$ cat config.mk
export PLATFORM = sky130hd
export DESIGN_NAME = tug_referee_flat
export DESIGN_NICKNAME = d
export VERILOG_FILES = /design/src/rtl/tug_referee_if.sv /design/src/rtl/tug_referee.sv /design/src/flat_wrapper.sv
export SDC_FILE = /design/constraint.sdc
export NUM_CORES = 1
export LEC_CHECK = 0
export CORE_MARGIN = 2
export CORE_UTILIZATION = 35
export CTS_CLUSTER_DIAMETER = 100
export CTS_CLUSTER_SIZE = 14
export DETAILED_ROUTE_END_ITERATION = 10
export SYNTH_ARGS = -nofsm -noshare
export SYNTH_HDL_FRONTEND = slang
export SYNTH_SLANG_ARGS = --single-unit
$ cat constraint.sdc
create_clock -name clk -period 2.35 [get_ports clk]
set_input_delay 0.3525 -clock clk [delete_from_list [all_inputs] [get_ports clk]]
set_output_delay 0.3525 -clock clk [all_outputs]
set_load 0.01 [all_outputs]
$ cat src/rtl/tug_referee_if.sv
// Player/display-facing bundle of the tug-of-war referee: push/tick inputs and rope/score outputs.
// Handshake: none; every input is a level sampled on the rising clk edge, and every output is a registered level.
interface tug_referee_if #(
  parameter int ROPE_HALF = 3
);
  logic                   slowen;
  logic                   pushL;
  logic                   pushR;
  logic                   new_game;
  logic [2*ROPE_HALF:0]   rope_led;
  logic [6:0]             scoreL;
  logic [6:0]             scoreR;
  logic [6:0]             score;
  logic                   isVictory;
  logic                   winner;
  logic                   round_done;
  logic [1:0]             state_dbg;

  modport master (
    output slowen, pushL, pushR, new_game,
    input  rope_led, scoreL, scoreR, score, isVictory, winner, round_done, state_dbg
  );

  modport slave (
    input  slowen, pushL, pushR, new_game,
    output rope_led, scoreL, scoreR, score, isVictory, winner, round_done, state_dbg
  );
endinterface

$ cat src/rtl/tug_referee.sv
// Tug-of-war game core: moves the rope on push pulses, scores rounds, holds the cheer
// display for CHEER_TICKS slow ticks and latches the overall victory.
module tug_referee #(
  parameter int ROPE_HALF   = 3,
  parameter int WIN_ROUNDS  = 3,
  parameter int CHEER_TICKS = 8
) (
  input  logic          clk,
  input  logic          rst,
  tug_referee_if.slave  bus
);
  localparam int LW = 2*ROPE_HALF + 1;
  localparam int PW = $clog2(ROPE_HALF + 1) + 1;
  localparam logic signed [PW-1:0] POS_MAX = PW'(ROPE_HALF);
  localparam logic signed [PW-1:0] POS_MIN = -POS_MAX;

  typedef enum logic [1:0] {
    PLAY      = 2'd0,
    ROUND_END = 2'd1,
    GAME_OVER = 2'd2
  } state_t;

  state_t                 state, state_n;
  logic signed [PW-1:0]   pos, pos_n;
  logic [2:0]             cnt_l, cnt_l_n, cnt_r, cnt_r_n;
  logic [7:0]             cheer, cheer_n;
  logic                   win, win_n;

  logic [LW-1:0]          rope;
  logic [6:0]             therm_l, therm_r, score_o;
  logic                   victory_o, round_done_o;

  // Thermometer of a round count; 7 rounds sets all bits.
  function automatic logic [6:0] therm(input logic [2:0] c);
    return ~(7'h7f << c);
  endfunction

  function automatic logic [2:0] sat_inc(input logic [2:0] c);
    return (c == 3'd7) ? c : c + 3'd1;
  endfunction

  always_ff @(posedge clk or posedge rst) begin
    if (rst) begin
      state <= PLAY;
      pos   <= '0;
      cnt_l <= '0;
      cnt_r <= '0;
      cheer <= '0;
      win   <= 1'b0;
    end else begin
      state <= state_n;
      pos   <= pos_n;
      cnt_l <= cnt_l_n;
      cnt_r <= cnt_r_n;
      cheer <= cheer_n;
      win   <= win_n;
    end
  end

  always_comb begin
    state_n = state;
    pos_n   = pos;
    cnt_l_n = cnt_l;
    cnt_r_n = cnt_r;
    cheer_n = cheer;
    win_n   = win;
    if (bus.new_game) begin
      state_n = PLAY;
      pos_n   = '0;
      cnt_l_n = '0;
      cnt_r_n = '0;
      cheer_n = '0;
    end else begin
      case (state)
        PLAY: begin
          if (bus.pushL && !bus.pushR) pos_n = pos - PW'(1);
          else if (bus.pushR && !bus.pushL) pos_n = pos + PW'(1);
          // A round ends only on a move that lands on an end stop.
          if (bus.pushL != bus.pushR) begin
            if (pos_n == POS_MIN) begin
              cnt_l_n = sat_inc(cnt_l);
              win_n   = 1'b0;
              state_n = ROUND_END;
              cheer_n = '0;
            end else if (pos_n == POS_MAX) begin
              cnt_r_n = sat_inc(cnt_r);
              win_n   = 1'b1;
              state_n = ROUND_END;
              cheer_n = '0;
            end
          end
        end
        ROUND_END: begin
          if (bus.slowen) begin
            cheer_n = cheer + 8'd1;
            if (cheer_n == 8'(CHEER_TICKS)) begin
              cheer_n = '0;
              if ((win ? cnt_r : cnt_l) == 3'(WIN_ROUNDS)) begin
                state_n = GAME_OVER;
              end else begin
                state_n = PLAY;
                pos_n   = '0;
              end
            end
          end
        end
        default: ;
      endcase
    end
  end

  always_comb begin
    rope = '0;
    for (int i = 0; i < LW; i++) begin
      rope[i] = (pos == $signed(PW'(i - ROPE_HALF)));
    end
    therm_l      = therm(cnt_l);
    therm_r      = therm(cnt_r);
    victory_o    = (state == GAME_OVER);
    round_done_o = (state == ROUND_END);
    score_o      = victory_o ? (win ? therm_r : therm_l) : 7'd0;
  end

  assign bus.rope_led   = rope;
  assign bus.scoreL     = therm_l;
  assign bus.scoreR     = therm_r;
  assign bus.score      = score_o;
  assign bus.isVictory  = victory_o;
  assign bus.winner     = win;
  assign bus.round_done = round_done_o;
  assign bus.state_dbg  = state;
endmodule

$ cat src/flat_wrapper.sv
// flat-port wrapper written by rule: the top's interface ports become plain ports
module tug_referee_flat 
#(
  parameter int ROPE_HALF   = 3,
  parameter int WIN_ROUNDS  = 3,
  parameter int CHEER_TICKS = 8
)
  (clk, rst, bus_slowen, bus_pushL, bus_pushR, bus_new_game, bus_rope_led, bus_scoreL, bus_scoreR, bus_score, bus_isVictory, bus_winner, bus_round_done, bus_state_dbg);
  tug_referee_if #(.ROPE_HALF(ROPE_HALF)) bus_i ();
  input  logic clk;
  input  logic rst;
  input wire logic [$bits(bus_i.slowen)-1:0] bus_slowen;
  input wire logic [$bits(bus_i.pushL)-1:0] bus_pushL;
  input wire logic [$bits(bus_i.pushR)-1:0] bus_pushR;
  input wire logic [$bits(bus_i.new_game)-1:0] bus_new_game;
  output wire logic [$bits(bus_i.rope_led)-1:0] bus_rope_led;
  output wire logic [$bits(bus_i.scoreL)-1:0] bus_scoreL;
  output wire logic [$bits(bus_i.scoreR)-1:0] bus_scoreR;
  output wire logic [$bits(bus_i.score)-1:0] bus_score;
  output wire logic [$bits(bus_i.isVictory)-1:0] bus_isVictory;
  output wire logic [$bits(bus_i.winner)-1:0] bus_winner;
  output wire logic [$bits(bus_i.round_done)-1:0] bus_round_done;
  output wire logic [$bits(bus_i.state_dbg)-1:0] bus_state_dbg;
  assign bus_i.slowen = bus_slowen;
  assign bus_i.pushL = bus_pushL;
  assign bus_i.pushR = bus_pushR;
  assign bus_i.new_game = bus_new_game;
  assign bus_rope_led = bus_i.rope_led;
  assign bus_scoreL = bus_i.scoreL;
  assign bus_scoreR = bus_i.scoreR;
  assign bus_score = bus_i.score;
  assign bus_isVictory = bus_i.isVictory;
  assign bus_winner = bus_i.winner;
  assign bus_round_done = bus_i.round_done;
  assign bus_state_dbg = bus_i.state_dbg;
  tug_referee #(.ROPE_HALF(ROPE_HALF), .WIN_ROUNDS(WIN_ROUNDS), .CHEER_TICKS(CHEER_TICKS)) u_core (.clk(clk), .rst(rst), .bus(bus_i));
endmodule
==> results.md <==
- The hold-fix buffer count after cts is 0.
- The number of different library cells used by synthesis comes to 53.
- The congestion estimate from routability-driven global placement came to 0.821.
- Dividing the final minimum period by the clock period gives 0.931.
- The maximum root-to-sink buffer count is 2.
- The number of flip-flops and latches in the synthesized netlist is 20.
- The arrival time at the worst endpoint is 1840 ps.
- The maximum clock rate is 457 MHz.
- Dividing total power by cell area gives a power density of 513 nW/um2.
- The Yosys step of the flow raised 0 warnings.
- Setup violations remaining at the end of the flow were counted as 0.
- The I/O pin count is 39.
- The count of inserted antenna diode cells is 0.
- The cell at the root of the clock tree is sky130_fd_sc_hd__clkbuf_8.
- Leaving out fill and tap cells, the most frequent cell in the layout is sky130_fd_sc_hd__clkdlybuf4s50_1.
- Data on the critical path is required at its endpoint by 2000 ps.
- The later-pin clock latency in the skew report is 260 ps.
- The synthesized-area fraction occupied by adder cells is 0.142.
- The kind of critical path is reg -> out.
- Measured against its own limit, the worst slew margin works out to 0.709.
- The aggregate global routing overflow is 0.
- The most frequently used flop master after synthesis is sky130_fd_sc_hd__dfrtp_1.
- The non-filler instance count after layout is 321.
- Of the synthesized area, sequential elements account for 0.284.
- The worst setup path is captured at an output port.
- The number of global-route vias before repair is 1515.
- For the finished layout, the period the worst path requires is 2190 ps.
- The area of the core is 4790 um2.
- Dividing the detail-routed via count by the number of cells gives 5.14.
- The largest family of logic cells by synthesized area is simple AND/OR/NAND/NOR gates.
- Entering global routing, the biggest net connects 21 pins.
- Synthesis produced 207 cells.
- The count of vias placed by the detailed router is 1650.
- After clock tree synthesis, the clock-pin slew on the worst setup and hold paths is 80 ps.
- The post-synthesis mux area share is 0.0597.
- TritonCTS built the clock tree.
- The count of port buffers added during placement is 38.
- Setup repair after global routing left no endpoint under its margin.
- The final-report hold violation count came to 0.
- Wires add up to 4.31 mm.
- Measured along the y axis, the die boundary spans 74.9 um.
- The net total in the final layout is 281.
- For the pin with the worst max-slew slack, the measured transition is 434 ps.
- The worst setup path is launched from a register.
- The detailed placer's ending HPWL is 3.25 mm.
- The synthesized design contains 0 enable-type register cells.
- The synthesized net count is 233.
- Across all register-to-register paths, the minimum setup slack is 170 ps.
- The initial antenna violation count came to 0.
- The total DRC errors in the routed layout is 0.
- For this design the static power due to leakage is 1.16 nW.
- In the global route stage, overall resource usage came out at 0.162.
- The global-route wire length before repair is 7.21 mm.
- The remaining antenna violation count after routing is 0.
- The largest clock skew in the final design is 2.14 ps.
- The average size of a mapped cell is 8.51 um2.
- The path type of the worst min-delay path is in -> async.
- The first routing iteration left 77 violations.
- The max-slew violation total from the final report was 0.
- Leaving out fill and tap cells, the most frequent cells in the layout are sky130_fd_sc_hd__clkdlybuf4s50_1 (34), sky130_fd_sc_hd__nor2_1 (21), sky130_fd_sc_hd__inv_1 (21).
- The effective utilization at floorplan is 0.368.
- The run finished with clean final reports.
- The routed length per instance is 13.4 um.
- The largest fanout on the critical path is 4.
- Across all hold checks on the routed design, the worst slack comes to 411 ps.
- In the final layout, the share of cells above drive strength 1 is 0.150.
- The number of sinks handled by clock tree synthesis is 20.
- The full die area is 5620 um2.
- Compared with the post-synthesis result, the final layout area differs by 36.7%.
- The first detailed-routing pass ran for 4 iterations.
- Of all flip-flops after synthesis, the portion carrying an async set or reset was 1.00.
- The sum of negative setup slack is 0 ps.
- Max-cap violations in this run came to 0.
- The XOR/XNOR share of the synthesized area is 0.0149.
- The number of core rows is 25.
- Of the total synthesized cell area, the portion taken by AND, OR, NAND and NOR gates is 0.210.
- The worst supply voltage drop on vdd is 0.337 mV.
- The number of placed instances, taps included is 316.
- The synthesized netlist occupies a cell area of 1760 um2.
- CTS built an H-tree with a depth of 1.
- The synthesized-area fraction occupied by ao, oa, aoi and oai cells is 0.207.
- Measured along the x axis, the die boundary spans 74.9 um.
- Clock tree synthesis inserted a total of 3 buffers.
path summary, 6_finish.rpt:
check,from,end,cells after the start
min in group clk,u_core.cheer[7],u_core.cheer[7],1
min reg2reg,u_core.cheer[7],u_core.cheer[7],1
min,rst,u_core.cnt_l[2],3
max,u_core.cnt_r[1],bus_score[2],6
max in group asynchronous,rst,u_core.cnt_r[2],3
max reg2reg,u_core.pos[1],u_core.cnt_r[2],7
layout make-up:
| class | instances | area (um2) |
|---|---|---|
| fill | 458 | 2380 |
| multi-input combinational | 152 | 1140 |
| clock buffer | 3 | 41.3 |
| inverter | 23 | 87.6 |
| timing repair buffer | 55 | 518 |
| clock inverter | 1 | 30.0 |
| sequential | 20 | 504 |
| tap | 67 | 83.8 |
report_power, final:
part / leakage [nW] / internal (mW) / total [mW] / switching (mW)
Combinational: 0.853 / 0.243 / 0.465 / 0.222
Sequential: 0.268 / 0.371 / 0.424 / 0.0529
Clock: 0.0357 / 0.227 / 0.347 / 0.120
Total: 1.16 / 0.842 / 1.24 / 0.394
critical path, stage by stage (launching register included):
cell                              delay, ps
sky130_fd_sc_hd__dfrtp_1                390
sky130_fd_sc_hd__ha_1                   210
sky130_fd_sc_hd__inv_1                   50
sky130_fd_sc_hd__ha_1                   210
sky130_fd_sc_hd__nand2_1                 60
sky130_fd_sc_hd__o211a_1                130
sky130_fd_sc_hd__clkdlybuf4s50_1        530
synth_stat cells, types with 3 or more instances:
cell type,instances,area share
sky130_fd_sc_hd__dfrtp_1,20,0.28
sky130_fd_sc_hd__o211ai_1,3,0.013
sky130_fd_sc_hd__inv_1,22,0.047
sky130_fd_sc_hd__nand3_1,4,0.011
sky130_fd_sc_hd__a21oi_1,3,0.0085
sky130_fd_sc_hd__clkbuf_1,6,0.013
sky130_fd_sc_hd__or3_1,3,0.011
sky130_fd_sc_hd__o31ai_1,3,0.013
sky130_fd_sc_hd__ha_1,20,0.14
sky130_fd_sc_hd__nand2_1,17,0.036
sky130_fd_sc_hd__nor3_1,4,0.011
sky130_fd_sc_hd__o41ai_1,3,0.015
sky130_fd_sc_hd__mux2i_1,9,0.051
sky130_fd_sc_hd__o21ai_0,7,0.020
sky130_fd_sc_hd__a31oi_1,4,0.014
sky130_fd_sc_hd__buf_2,3,0.0085
sky130_fd_sc_hd__nor2b_1,4,0.014
sky130_fd_sc_hd__a21o_1,4,0.017
sky130_fd_sc_hd__nor2_1,21,0.045
sky130_fd_sc_hd__xnor2_1,3,0.015
sky130_fd_sc_hd__nor4_1,3,0.011
through the flow:
| stage | power, mW | worst slack (ps) | util | cell area (um2) |
|---|---|---|---|---|
| floorplan | 0.676 | 248 | - | 1760 |
| global placement | 0.867 | -239 | 0.478 | 2290 |
| detailed placement | 0.870 | -318 | 0.478 | 2290 |
| CTS | 1.23 | 12.2 | 0.494 | 2360 |
| global route | 1.32 | 32.6 | 0.503 | 2410 |
| finish | 1.24 | 161 | 0.503 | 2410 |
repair_timing:
action / 4_1_cts / 5_1_grt
pin swaps: 0 / 1
endpoints found under the setup margin: 4 / 16
cloned: 0 / 0
setup buffers: 0 / 1
resized for setup: 2 / 13
sequential cells by signal (all words and copies together) (netlist names):
| name | cells |
|---|---|
| u_core.cheer | 8 |
| u_core.cnt_l | 3 |
| u_core.cnt_r | 3 |
| u_core.pos | 3 |
| u_core.bus.state_dbg | 2 |
| u_core.bus.winner | 1 |
layer usage:
layer,GRT usage,vias to the layer above,routed length [um]
li1,-,824,-
met1,0.231,776,2070
met2,0.267,48,2030
met3,0.0254,2,197
met4,0.0179,0,11
met5,0,-,0
kinds of logic (layout without fill, tap and decap cells):
kind of cell,count (synthesis),count (layout)
multiplexers,10,10
AO/OA/AOI/OAI,47,47
adder cells (fa/ha/maj),20,20
XOR/XNOR,3,3
buffers and inverters,35,82
AND/OR/NAND/NOR,72,72
flip-flops,20,20
No activity file was read; power rests on OpenSTA's default activity.
